**config.mk**
```make
export PLATFORM = sky130hd
export DESIGN_NAME = mic_i2s_capture
export DESIGN_NICKNAME = d
export VERILOG_FILES = /design/src/rtl/mic_i2s_capture.sv
export SDC_FILE = /design/constraint.sdc
export NUM_CORES = 1
export LEC_CHECK = 0
export CAP_MARGIN = 20
export CORE_MARGIN = 2
export CORE_UTILIZATION = 45
export DETAILED_ROUTE_END_ITERATION = 7
export GPL_TIMING_DRIVEN = 0
export PLACE_DENSITY = 0.72
export SLEW_MARGIN = 30
export SYNTH_ARGS = -nofsm -noshare
export SYNTH_HDL_FRONTEND = slang
export SYNTH_SLANG_ARGS = --single-unit
```
**constraint.sdc**
```tcl
create_clock -name CLK -period 1.6 [get_ports CLK]
set_input_delay 0.32 -clock CLK [delete_from_list [all_inputs] [get_ports CLK]]
set_output_delay 0.32 -clock CLK [all_outputs]
set_load 0.02 [all_outputs]
```
**src/rtl/mic_i2s_capture.sv**
```systemverilog
// mic_i2s_capture: captures one channel of an I2S microphone stream into a sign-extended 32-bit sample
// with a one-cycle read_ready strobe, a sticky frame_error and a running sample count.
module mic_i2s_capture #(
    parameter int DATA_BITS = 24,
    parameter bit CHANNEL   = 1'b0
) (
    input  logic        CLK,
    input  logic        RESET_N,
    input  logic        enable,
    input  logic        i2s_sck,
    input  logic        i2s_ws,
    input  logic        i2s_sd,
    output logic [31:0] mic_data,
    output logic        read_ready,
    output logic        frame_error,
    output logic [31:0] sample_count
);
    localparam int CW = $clog2(DATA_BITS);
    localparam logic [CW-1:0] LAST = CW'(DATA_BITS - 1);

    typedef enum logic [1:0] {IDLE, ALIGN, SHIFT} state_t;

    state_t               state_q, state_d;
    logic [2:0]           sck_q, sck_d;
    logic [1:0]           ws_q, ws_d, sd_q, sd_d;
    logic                 ws_prev_q, ws_prev_d;
    logic [DATA_BITS-2:0] sr_q, sr_d;
    logic [CW-1:0]        cnt_q, cnt_d;
    logic [31:0]          mic_data_q, mic_data_d, count_q, count_d;
    logic                 read_ready_q, read_ready_d, frame_error_q, frame_error_d;
    logic                 sck_edge, ws_s;
    logic [DATA_BITS-1:0] word;

    always_comb begin
        sck_d         = {sck_q[1:0], i2s_sck};
        ws_d          = {ws_q[0], i2s_ws};
        sd_d          = {sd_q[0], i2s_sd};
        sck_edge      = sck_q[1] & ~sck_q[2];
        ws_s          = ws_q[1];
        word          = {sr_q, sd_q[1]};
        ws_prev_d     = sck_edge ? ws_s : ws_prev_q;
        state_d       = state_q;
        sr_d          = sr_q;
        cnt_d         = cnt_q;
        mic_data_d    = mic_data_q;
        read_ready_d  = 1'b0;
        frame_error_d = frame_error_q;
        count_d       = count_q;
        if (!enable)
            state_d = IDLE;
        else if (state_q == IDLE)
            state_d = ALIGN;
        else if (sck_edge && state_q == ALIGN) begin
            // the bit at the frame-start edge is the I2S delay slot and is dropped
            if (ws_s == CHANNEL && ws_prev_q != CHANNEL) begin
                state_d = SHIFT;
                cnt_d   = '0;
            end
        end else if (sck_edge && state_q == SHIFT) begin
            // WS may already have moved on by the edge of the final bit, so only earlier bits can truncate
            if (ws_s != CHANNEL && cnt_q != LAST) begin
                frame_error_d = 1'b1;
                state_d       = ALIGN;
            end else begin
                sr_d  = word[DATA_BITS-2:0];
                cnt_d = cnt_q + 1'b1;
                if (cnt_q == LAST) begin
                    state_d      = ALIGN;
                    mic_data_d   = 32'($signed(word));
                    read_ready_d = 1'b1;
                    count_d      = count_q + 32'd1;
                end
            end
        end
    end

    always_ff @(posedge CLK or negedge RESET_N) begin
        if (!RESET_N) begin
            state_q       <= IDLE;
            sck_q         <= '0;
            ws_q          <= '0;
            sd_q          <= '0;
            ws_prev_q     <= ~CHANNEL;
            sr_q          <= '0;
            cnt_q         <= '0;
            mic_data_q    <= '0;
            read_ready_q  <= 1'b0;
            frame_error_q <= 1'b0;
            count_q       <= '0;
        end else begin
            state_q       <= state_d;
            sck_q         <= sck_d;
            ws_q          <= ws_d;
            sd_q          <= sd_d;
            ws_prev_q     <= ws_prev_d;
            sr_q          <= sr_d;
            cnt_q         <= cnt_d;
            mic_data_q    <= mic_data_d;
            read_ready_q  <= read_ready_d;
            frame_error_q <= frame_error_d;
            count_q       <= count_d;
        end
    end

    assign mic_data     = mic_data_q;
    assign read_ready   = read_ready_q;
    assign frame_error  = frame_error_q;
    assign sample_count = count_q;
endmodule
```
==> results.md <==
* H-tree level count at 3
* RR Startpoint: cnt_q[1]
* Layout fillers at between 600 and 700
* Cells after synthesis at between 300 and 400
* RSZ-0062 raised after global routing: yes
* Power Total at about 0.0044 W
* Synth top area share at 0.565
* Die Ht at a little over 100 µm
* CTS Buffer Depth at 2
* Total of flip-flops plus latches after synthesis at 96
* Synth top area cells: dfrtp_1 56%, nand2_1 7.8%, mux2_2 5.9%
* Top-count cell post-synth: dfrtp_1
* CTS root buf: clkbuf_8
* GP Congestion at 0.812
* PortBufs at 70
* Kind of cell adding the most delay to the critical path: simple AND/OR/NAND/NOR gates
* Main synth FF type: dfrtp_1
* DRC viols at 0
* Yosys Warn Count at 0
* Sequential area share after synthesis at 0.571
* Avg Vias per Cell at around 5.2
* Reg2Reg Setup Slack at -0.14 ns
* Reg2reg end: sample_count[16]
* Final instance count without filler cells at 608
* Initial antenna violation count at 0
* DIE AREA at ~10000 µm²
* Crit-path cells: ha_4 > and4b_4 > nand4_4 > nor4_2 > xor2_1
* Cell Count Post-Placement at ~550
* Routed wire length at between 10000 and 15000 µm
* Ant diodes at 0
* Antenna viol nets, final at 0
* CTS tree: done
* Critical Path RT at about 1.9 ns
* # Max-Cap Violations at 0
* Peak supply drop at between 0.4 and 0.5 mV
* Achievable clock frequency at 0.573 GHz
* CTS Buf Count at 9
* Num Clock Sinks at 96
* Synthesized area at around 4200 µm²
* Netlist cell types at 51
* Global-route wire length before repair at 16400 µm
* Finished Core Util at 0.683
* Post-synth EDFFs at 0
* Nets at 501
* Core area at between 9000 and 10000 µm²
* Status: complete, but fails checks
* Pin slew with the least headroom to its limit at 0.547 ns
* Mean Syn Cell Area at 11.6 µm²
* Number of global-route vias before repair at about 3400
* CP bufs+invs at 0
* Starting Density at 0.460
* Failing checks: setup timing
* Total Routing Usage GR at 0.206
* Final setup fails at between 60 and 70
* Share of cells above drive strength 1 at 0.388
* Post-route clock skew at just over 0.01 ns
* I/O pin cnt at 72
* CP endpoint kind: register
* DRT iter0 DRCs at 82
* First drt pass iteration count at 4
* Final period util at 1.09
* Hold Vio Cnt, Final at 0
* CP max FO at 5
* P&R area growth vs syn at 48.5%
* Hold Crit Class: in2reg
* Worst-path clk slew at about 0.090 ns
* Post-route setup slack at -0.145 ns
* Leak at between 3 and 4 nW
* WL/cell at 17.2 µm
* Largest net degree at the start of global routing at between 50 and 60
* Syn_nets at 371
* Slowest stage delay, CP at about 0.43 ns
* Fraction of registers with async set/reset at 1.00
* CP max-delay cell: nor4_2
* Min-Delay Startpoint: enable
* Critical path class: reg2reg
* Via count at between 3000 and 4000
* Arrival time at the worst endpoint at around 2.0 ns
* Yosys top cell by area: dfrtp_1
* Row count at 35
* Max-slew headroom at 0.631
* Worst r2r path cells at 5
* Clock latency on the worst-skew pair at 0.36 ns
* Final global-route overflow total at 0
* Fin. max-slew vios at 0
* Most frequent cells after synthesis: 95 x dfrtp_1, 88 x nand2_1, 22 x mux2_2
* PD cells at a little over 700 nW/µm²
* Chip width at 101 µm
* Hold path depth at 3
* Minimum clock period at around 1.7 ns
* Crit path launch type: register
* Dpl hpwl at approximately 5700 µm
* Hold Path Sink: state_q[0]
-- through the flow --
| stage | setup TNS, ns | cell area, µm² | hold WS (ns) | setup slack (ns) |
|---|---|---|---|---|
| floorplan | 0 | 4230 | 0.0244 | 0.00272 |
| global placement | -319.08 | 5070 | 0.332 | -3.28 |
| detailed placement | -6.83 | 5100 | 0.272 | -0.211 |
| CTS | -2.06 | 5860 | 0.265 | -0.105 |
| global route | -8.69 | 6250 | 0.289 | -0.188 |
| finish | -4.23 | 6250 | 0.292 | -0.145 |
-- cells by family (layout without fill, tap and decap cells) --
logic type | after synthesis | in the layout | synth area share
buf+inv | 36 | 170 | 0.0478
mux | 25 | 25 | 0.0666
xor+xnor | 31 | 31 | 0.0645
fa+ha+maj | 2 | 2 | 0.00594
simple gates | 159 | 159 | 0.220
flops | 96 | 96 | 0.571
compound gates | 14 | 14 | 0.0244
-- metal layers --
metal | wire [µm] | share of wire | GRT usage
met1 | 4230 | 0.41 | 0.245
met3 | 405 | 0.039 | 0.0506
met2 | 5630 | 0.54 | 0.365
met5 | 0 | 0 | 0
met4 | 173 | 0.017 | 0.0664
-- how the worst max path moves through the flow --
stage | start | end | slack (ns) | depth (start not counted)
final | cnt_q[1] | sample_count[16] | -0.14 | 5
after floorplan | cnt_q[0] | sample_count[26] | 0.003 | 6
after detailed placement | cnt_q[0] | mic_data[14] | -0.21 | 7
after global placement | RESET_N | sd_q[0] | -3.28 | 1
after CTS | cnt_q[0] | sample_count[24] | -0.11 | 6
after global routing | cnt_q[1] | sample_count[28] | -0.19 | 6
-- final cells by class --
cell class	instances	area, µm²	area share
sequential	96	2410	0.386
clock inverter	4	77.6	0.0124
clock buffer	11	141	0.0226
multi-input combinational	231	2010	0.322
inverter	14	52.6	0.00841
buffer	21	215	0.0344
timing repair buffer	120	1200	0.192
tap	111	139	0.0222
-- worst min-delay path: stages --
cell and delay [ns]:
buf_4 0.17, nand2_1 0.07, a31oi_1 0.04
-- cells in the final DEF (no fill, tap or decap), types with 4 or more instances in the layout --
| cell | instances |
|---|---|
| and4_1 | 6 |
| buf_12 | 4 |
| buf_2 | 5 |
| buf_4 | 38 |
| buf_6 | 18 |
| buf_8 | 6 |
| clkbuf_16 | 4 |
| clkbuf_8 | 10 |
| dfrtp_1 | 90 |
| dfrtp_2 | 5 |
| dlygate4sd2_1 | 57 |
| inv_1 | 13 |
| mux2_2 | 19 |
| mux2_4 | 5 |
| nand2_1 | 68 |
| nand2_2 | 17 |
| nand3_1 | 7 |
| nand4_1 | 6 |
| nand4_4 | 4 |
| nor3_4 | 11 |
| nor4_4 | 9 |
| xnor2_1 | 9 |
| xor2_1 | 20 |
-- what timing repair did --
| item | in CTS | in global routing |
|---|---|---|
| gates cloned | 3 | 3 |
| resized for setup | 151 | 64 |
| pin swaps | 32 | 53 |
| buffers inserted | 29 | 14 |
| endpoints found under the hold margin | 43 | 0 |
| hold buffers | 1 | 0 |
| endpoints found under the setup margin | 136 | 86 |
-- registers in the layout, indices dropped and copies added, names as in the netlist --
| signal | cells |
|---|---|
| state_q | 2 |
| frame_error | 1 |
| ws_q | 2 |
| sr_q | 23 |
| ws_prev_q | 1 |
| sck_q | 3 |
| read_ready | 1 |
| sd_q | 2 |
| cnt_q | 5 |
| mic_data | 24 |
| sample_count | 32 |
-- report_power, final --
| group | switching (W) | leakage (nW) | internal (W) |
|---|---|---|---|
| sequential | 0.0000235 | 1.27 | 0.00245 |
| combinational | 0.000112 | 2.14 | 0.0000957 |
| clock | 0.000836 | 0.110 | 0.000925 |
Power figures use the tool's default switching activity.
